File: src/rtl/b06_pkg.sv
// Shared encodings for the b06 companion datapath: compare-source select,
// status codes and the terminal-counter state type.
package b06_pkg;

    typedef enum logic [1:0] {
        CC_NONE = 2'b00,
        CC_REFA = 2'b01,
        CC_REFB = 2'b10,
        CC_PREV = 2'b11
    } cc_mux_e;

    localparam logic [1:0] US_00 = 2'b00;
    localparam logic [1:0] US_01 = 2'b01;
    localparam logic [1:0] US_11 = 2'b11;

    typedef enum logic [1:0] {
        IDLE = 2'b00,
        RUN  = 2'b01,
        DONE = 2'b10
    } cnt_state_e;

endpackage

File: src/rtl/b06_term_counter.sv
// Terminal counter: runs while enable_count is held, stops at TERM and
// flags cont_eql for exactly as long as it sits in DONE.
module b06_term_counter
    import b06_pkg::*;
#(
    parameter int CNT_W = 4,
    parameter int TERM  = 9
) (
    input  logic             clock,
    input  logic             reset,
    input  logic             enable_count,
    output logic [CNT_W-1:0] count,
    output logic             cont_eql
);

    localparam logic [CNT_W-1:0] TERM_V = CNT_W'(TERM);
    localparam logic [CNT_W-1:0] ONE_V  = CNT_W'(1);

    cnt_state_e       state_q, state_d;
    logic [CNT_W-1:0] count_q, count_d;
    logic [CNT_W-1:0] count_inc;

    assign count_inc = count_q + ONE_V;

    always_comb begin
        state_d = state_q;
        count_d = count_q;
        case (state_q)
            IDLE: begin
                count_d = '0;
                if (enable_count) begin
                    count_d = ONE_V;
                    state_d = (ONE_V == TERM_V) ? DONE : RUN;
                end
            end
            RUN: begin
                if (enable_count) begin
                    count_d = count_inc;
                    if (count_inc == TERM_V) state_d = DONE;
                end else begin
                    count_d = '0;
                    state_d = IDLE;
                end
            end
            DONE: begin
                count_d = TERM_V;
                if (!enable_count) begin
                    count_d = '0;
                    state_d = IDLE;
                end
            end
            default: begin
                count_d = '0;
                state_d = IDLE;
            end
        endcase
    end

    // cont_eql is registered alongside the state so it tracks DONE exactly.
    always_ff @(posedge clock) begin
        if (reset) begin
            state_q  <= IDLE;
            count_q  <= '0;
            cont_eql <= 1'b0;
        end else begin
            state_q  <= state_d;
            count_q  <= count_d;
            cont_eql <= (state_d == DONE);
        end
    end

    assign count = count_q;

endmodule

File: src/rtl/b06_cmp_counter.sv
// Companion datapath for the b06 interrupt handler: reference compare,
// terminal counter, status-entry event counter and ack protocol check.
module b06_cmp_counter
    import b06_pkg::*;
#(
    parameter int CNT_W = 4,
    parameter int TERM  = 9
) (
    input  logic             clock,
    input  logic             reset,
    input  logic [1:0]       cc_mux,
    input  logic [1:0]       uscite,
    input  logic             enable_count,
    input  logic             ackout,
    input  logic [CNT_W-1:0] data_in,
    input  logic             ref_we,
    input  logic             ref_sel,
    output logic             eql,
    output logic             cont_eql,
    output logic [CNT_W-1:0] count,
    output logic [CNT_W-1:0] evt_cnt,
    output logic             ack_err
);

    logic [CNT_W-1:0] ref_a;
    logic [CNT_W-1:0] ref_b;
    logic [CNT_W-1:0] prev_sample;
    logic [1:0]       prev_uscite;
    logic             eql_d;

    function automatic logic [CNT_W-1:0] sat_inc(input logic [CNT_W-1:0] v);
        return (&v) ? v : v + CNT_W'(1);
    endfunction

    // Compare reads the registered references, so a same-edge write is unseen.
    always_comb begin
        eql_d = 1'b0;
        case (cc_mux_e'(cc_mux))
            CC_NONE: eql_d = 1'b0;
            CC_REFA: eql_d = (data_in == ref_a);
            CC_REFB: eql_d = (data_in == ref_b);
            CC_PREV: eql_d = (data_in == prev_sample);
            default: eql_d = 1'b0;
        endcase
    end

    always_ff @(posedge clock) begin
        if (reset) begin
            eql         <= 1'b0;
            ref_a       <= '0;
            ref_b       <= '0;
            prev_sample <= '0;
            prev_uscite <= US_00;
            evt_cnt     <= '0;
            ack_err     <= 1'b0;
        end else begin
            eql         <= eql_d;
            prev_sample <= data_in;
            prev_uscite <= uscite;
            if (ref_we) begin
                if (ref_sel) ref_b <= data_in;
                else         ref_a <= data_in;
            end
            if (uscite == US_11 && prev_uscite != US_11)
                evt_cnt <= sat_inc(evt_cnt);
            if (ackout != enable_count)
                ack_err <= 1'b1;
        end
    end

    b06_term_counter #(
        .CNT_W (CNT_W),
        .TERM  (TERM)
    ) u_term_counter (
        .clock        (clock),
        .reset        (reset),
        .enable_count (enable_count),
        .count        (count),
        .cont_eql     (cont_eql)
    );

endmodule

File: config.mk
export PLATFORM = sky130hd
export DESIGN_NAME = b06_cmp_counter
export DESIGN_NICKNAME = d
export VERILOG_FILES = /design/src/rtl/b06_pkg.sv /design/src/rtl/b06_term_counter.sv /design/src/rtl/b06_cmp_counter.sv
export SDC_FILE = /design/constraint.sdc
export NUM_CORES = 1
export LEC_CHECK = 0
export CAP_MARGIN = 30
export CORE_ASPECT_RATIO = 1.5
export CORE_UTILIZATION = 30
export CTS_BUF_LIST = sky130_fd_sc_hd__clkbuf_4
export DETAILED_ROUTE_END_ITERATION = 8
export PLACE_DENSITY = 0.53
export SYNTH_ARGS = -nofsm -noshare
export SYNTH_HDL_FRONTEND = slang
export SYNTH_SLANG_ARGS = --single-unit
File: constraint.sdc
create_clock -name clock -period 2.4 [get_ports clock]
set_clock_uncertainty 0.15 [all_clocks]
set_input_delay 0.48 -clock clock [delete_from_list [all_inputs] [get_ports clock]]
set_output_delay 0.48 -clock clock [all_outputs]
set_load 0.05 [all_outputs]
==> out/results.ini <==
[outcome]
outcome = finished clean

[drt]
vias = 863
drtAntennaViolNets = 0
initialDrtViolationCount = 14
routedWlPerCell_um = 10.9
wl_um = 2070
drc = 0
dr.pass1.iters = 4
viasPerCell = 4.57

[die]
dieWidth_um = 52.5
initial_core_util_pct = 31.2
dieArea_um2 = 4090
num_io_pins = 25
die_h_um = 77.8
rows = 27
coreArea_um2 = 3680

[critical_path]
r2r_start = u_term_counter.count[0]
slowest_stage = clkdlybuf4s50_1
reg2reg_setup_slack_ns = 0.94
crit_buf_inv = 1
cp.arrival_ns = 1.59
r2r_cells = 5
crit_family = buffers and inverters
cp_max_fo = 5
crit_chain = clkdlybuf4s50_1
critPathKind = reg2out
setup.worst_path.start = u_term_counter.count[0]
slowest_delay_ns = 0.83
worstPathRequired_ns = 1.77
worst-path-stages = 1
critPathCaptureType = primary output
rr_endpoint = u_term_counter.state_q[1]
start_kind = register
crit_end = count[0]

[sta]
finalHoldViolations = 0
clock.fmax_mhz = 450
whs_ns = 0.319
setup_viol = 0
maxSlewViolCount = 0
worstMarginPinSlew_ns = 0.494
fin_crit_sh_pct = 92.5
min_period_ns = 2.22
maxSlewHeadroom_pct = 67.0
tns_ns = 0
rsz0062_at_grt = no

[yosys]
synth_mux_area_share_pct = 9.15
synth_compound_area_share_pct = 7.63
synthesis.area_um2 = 1150
synth-seq-cells = 27
synthCells = 121
syn_area_per_cell_um2 = 9.49
syn-num-nets = 138
yosysUniqueCellTypes = 24
synthAdderAreaFrac_pct = 3.27
synth-simple-area-share_pct = 19.8
yosysWarnings = 0
synth_top_family_by_area = simple AND/OR/NAND/NOR gates
synthXorXnorAreaFrac_pct = 9.15
seq_area_frac_synth_pct = 47.1

[flow_run]
maxCapViolations = 0

[worst_hold_path]
hp-class = reg2reg

[pwr]
p_leak_nw = 0.578
ir_worst_vdd_uv = 308
power.density_nw_per_um2 = 555

[clock_network]
cts_tree = done
cts_setup_buffers = 0
cts_resized = 0
ctsHoldBuffers = 0
clk_path_buf_depth = 2
cts.clk_slew.worst_paths_ns = 0.14
htreeDepth = 1
clk_latency_ns = 0.32
cts_buffers = 3
root_buffer = clkbuf_4
clock_sinks = 27

[final_layout]
num_antenna_cells = 0
fin_nets = 164
nFillCells = 367
areaGrowthSynthToFinish_pct = 26.9
drive_gt1_share_pct = 4.79

[place]
hpwl_um = 1540
gp_congestion = 0.749
port_buffers = 24

[grt]
grt_use_total_pct = 11.2
grt_max_degree = 21
antenna_found_initial = 0
grt_pass1_wl_um = 3420
grt_pass1_vias = 817
gr-total-overflow = 0

-- metrics by stage --
stage          power, mW  setup WS (ns)  instance area, µm²  utilization (%)  instances
3_5_place_dp       0.610          0.278                1430             38.8        185
4_1_cts            0.827          0.152                1460             39.6        189
6_report           0.809          0.180                1460             39.6        189
2_1_floorplan      0.560          0.713                1150                -        121
5_1_grt            0.844          0.117                1460             39.6        189
3_3_place_gp       0.608          0.325                1430             38.8        185
-- placed cells by master, fill, tap and decap left out, types with 3 or more instances in the layout --
cell             synthesis  final
a21oi_1                  4      4
clkbuf_4                 0      4
clkdlybuf4s50_1          0     24
dfxtp_1                 27     27
ha_1                     3      3
inv_1                    6      6
mux2i_1                  9      9
nand2_1                  7      7
nand2b_1                 3      3
nand3_1                  8      8
nand4_1                  3      3
nor2_1                  14     14
nor2b_1                  7      7
nor3_1                   3      3
o21a_1                   4      4
xnor2_1                  4      4
xor2_1                   8      8
-- flip-flops by register name (all words and copies together), names as in the netlist --
name                     cells
evt_cnt                      4
prev_sample                  4
u_term_counter.state_q       2
eql                          1
ref_a                        4
u_term_counter.cont_eql      1
ref_b                        4
u_term_counter.count         4
prev_uscite                  2
ack_err                      1
-- cell families (layout without fill, tap and decap cells) --
logic type,after synthesis,count (layout)
xor gates and xnor gates,12,12
buffers and inverters,10,35
and+or+nand+nor,47,47
muxes,10,10
DFF,27,27
adders and majority gates,3,3
AOI/OAI and AO/OA,12,12
-- power by group --
group / internal (mW) / total (mW) / leakage, nW / switching, mW
registers: 0.466 / 0.477 / 0.221 / 0.0102
clock network: 0.0764 / 0.210 / 0.0184 / 0.134
logic: 0.0581 / 0.122 / 0.338 / 0.0640
total: 0.601 / 0.809 / 0.578 / 0.208
-- cell usage after synthesis --
| master | instances | area (µm²) |
|---|---|---|
| nor2b_1 | 7 | 43.8 |
| dfxtp_1 | 27 | 541 |
| ha_1 | 3 | 37.5 |
| xnor2_1 | 4 | 35.0 |
| clkbuf_1 | 3 | 11.3 |
| o221ai_1 | 1 | 8.76 |
| a211oi_2 | 1 | 12.5 |
| mux2i_1 | 9 | 90.1 |
| inv_1 | 6 | 22.5 |
| o21a_1 | 4 | 30.0 |
| and2_1 | 1 | 6.26 |
| xor2_1 | 8 | 70.1 |
| nor3_1 | 3 | 15.0 |
| a21oi_1 | 4 | 20.0 |
| nand3_1 | 8 | 40.0 |
| nor2_1 | 14 | 52.6 |
| nand2_1 | 7 | 26.3 |
| a211oi_1 | 1 | 7.51 |
| buf_6 | 1 | 11.3 |
| nand2b_1 | 3 | 18.8 |
| mux2_4 | 1 | 15.0 |
| and3_1 | 1 | 6.26 |
| nand4_1 | 3 | 18.8 |
| a221oi_1 | 1 | 8.76 |
-- cell type report --
class,count,area (µm²),area share (%)
timing repair buffer,25,248,17.0
tap,43,53.8,3.69
inverter,6,22.5,1.55
sequential,27,541,37.1
clock buffer,4,30.0,2.06
multi-input combinational,84,563,38.6
-- layer usage --
layer	vias up	routed length (µm)	GRT usage, %
met1	391	889	12.0
met4	0	29	7.63
li1	456	-	-
met3	2	60	1.76
met5	-	0	0
met2	14	1090	19.2
-- worst min-delay path by stage --
stage                                         start  depth (start not counted)  slack, ns                         to
after floorplan           u_term_counter.state_q[1]                          1       0.27  u_term_counter.state_q[0]
after global placement                     ref_b[3]                          2       0.30                   ref_b[3]
after detailed placement  u_term_counter.state_q[1]                          1       0.29  u_term_counter.state_q[0]
after CTS                 u_term_counter.state_q[1]                          1       0.32  u_term_counter.state_q[0]
after global routing      u_term_counter.state_q[1]                          1       0.34  u_term_counter.state_q[0]
final                     u_term_counter.state_q[1]                          1       0.32  u_term_counter.state_q[0]
Power figures use the tool's default switching activity.
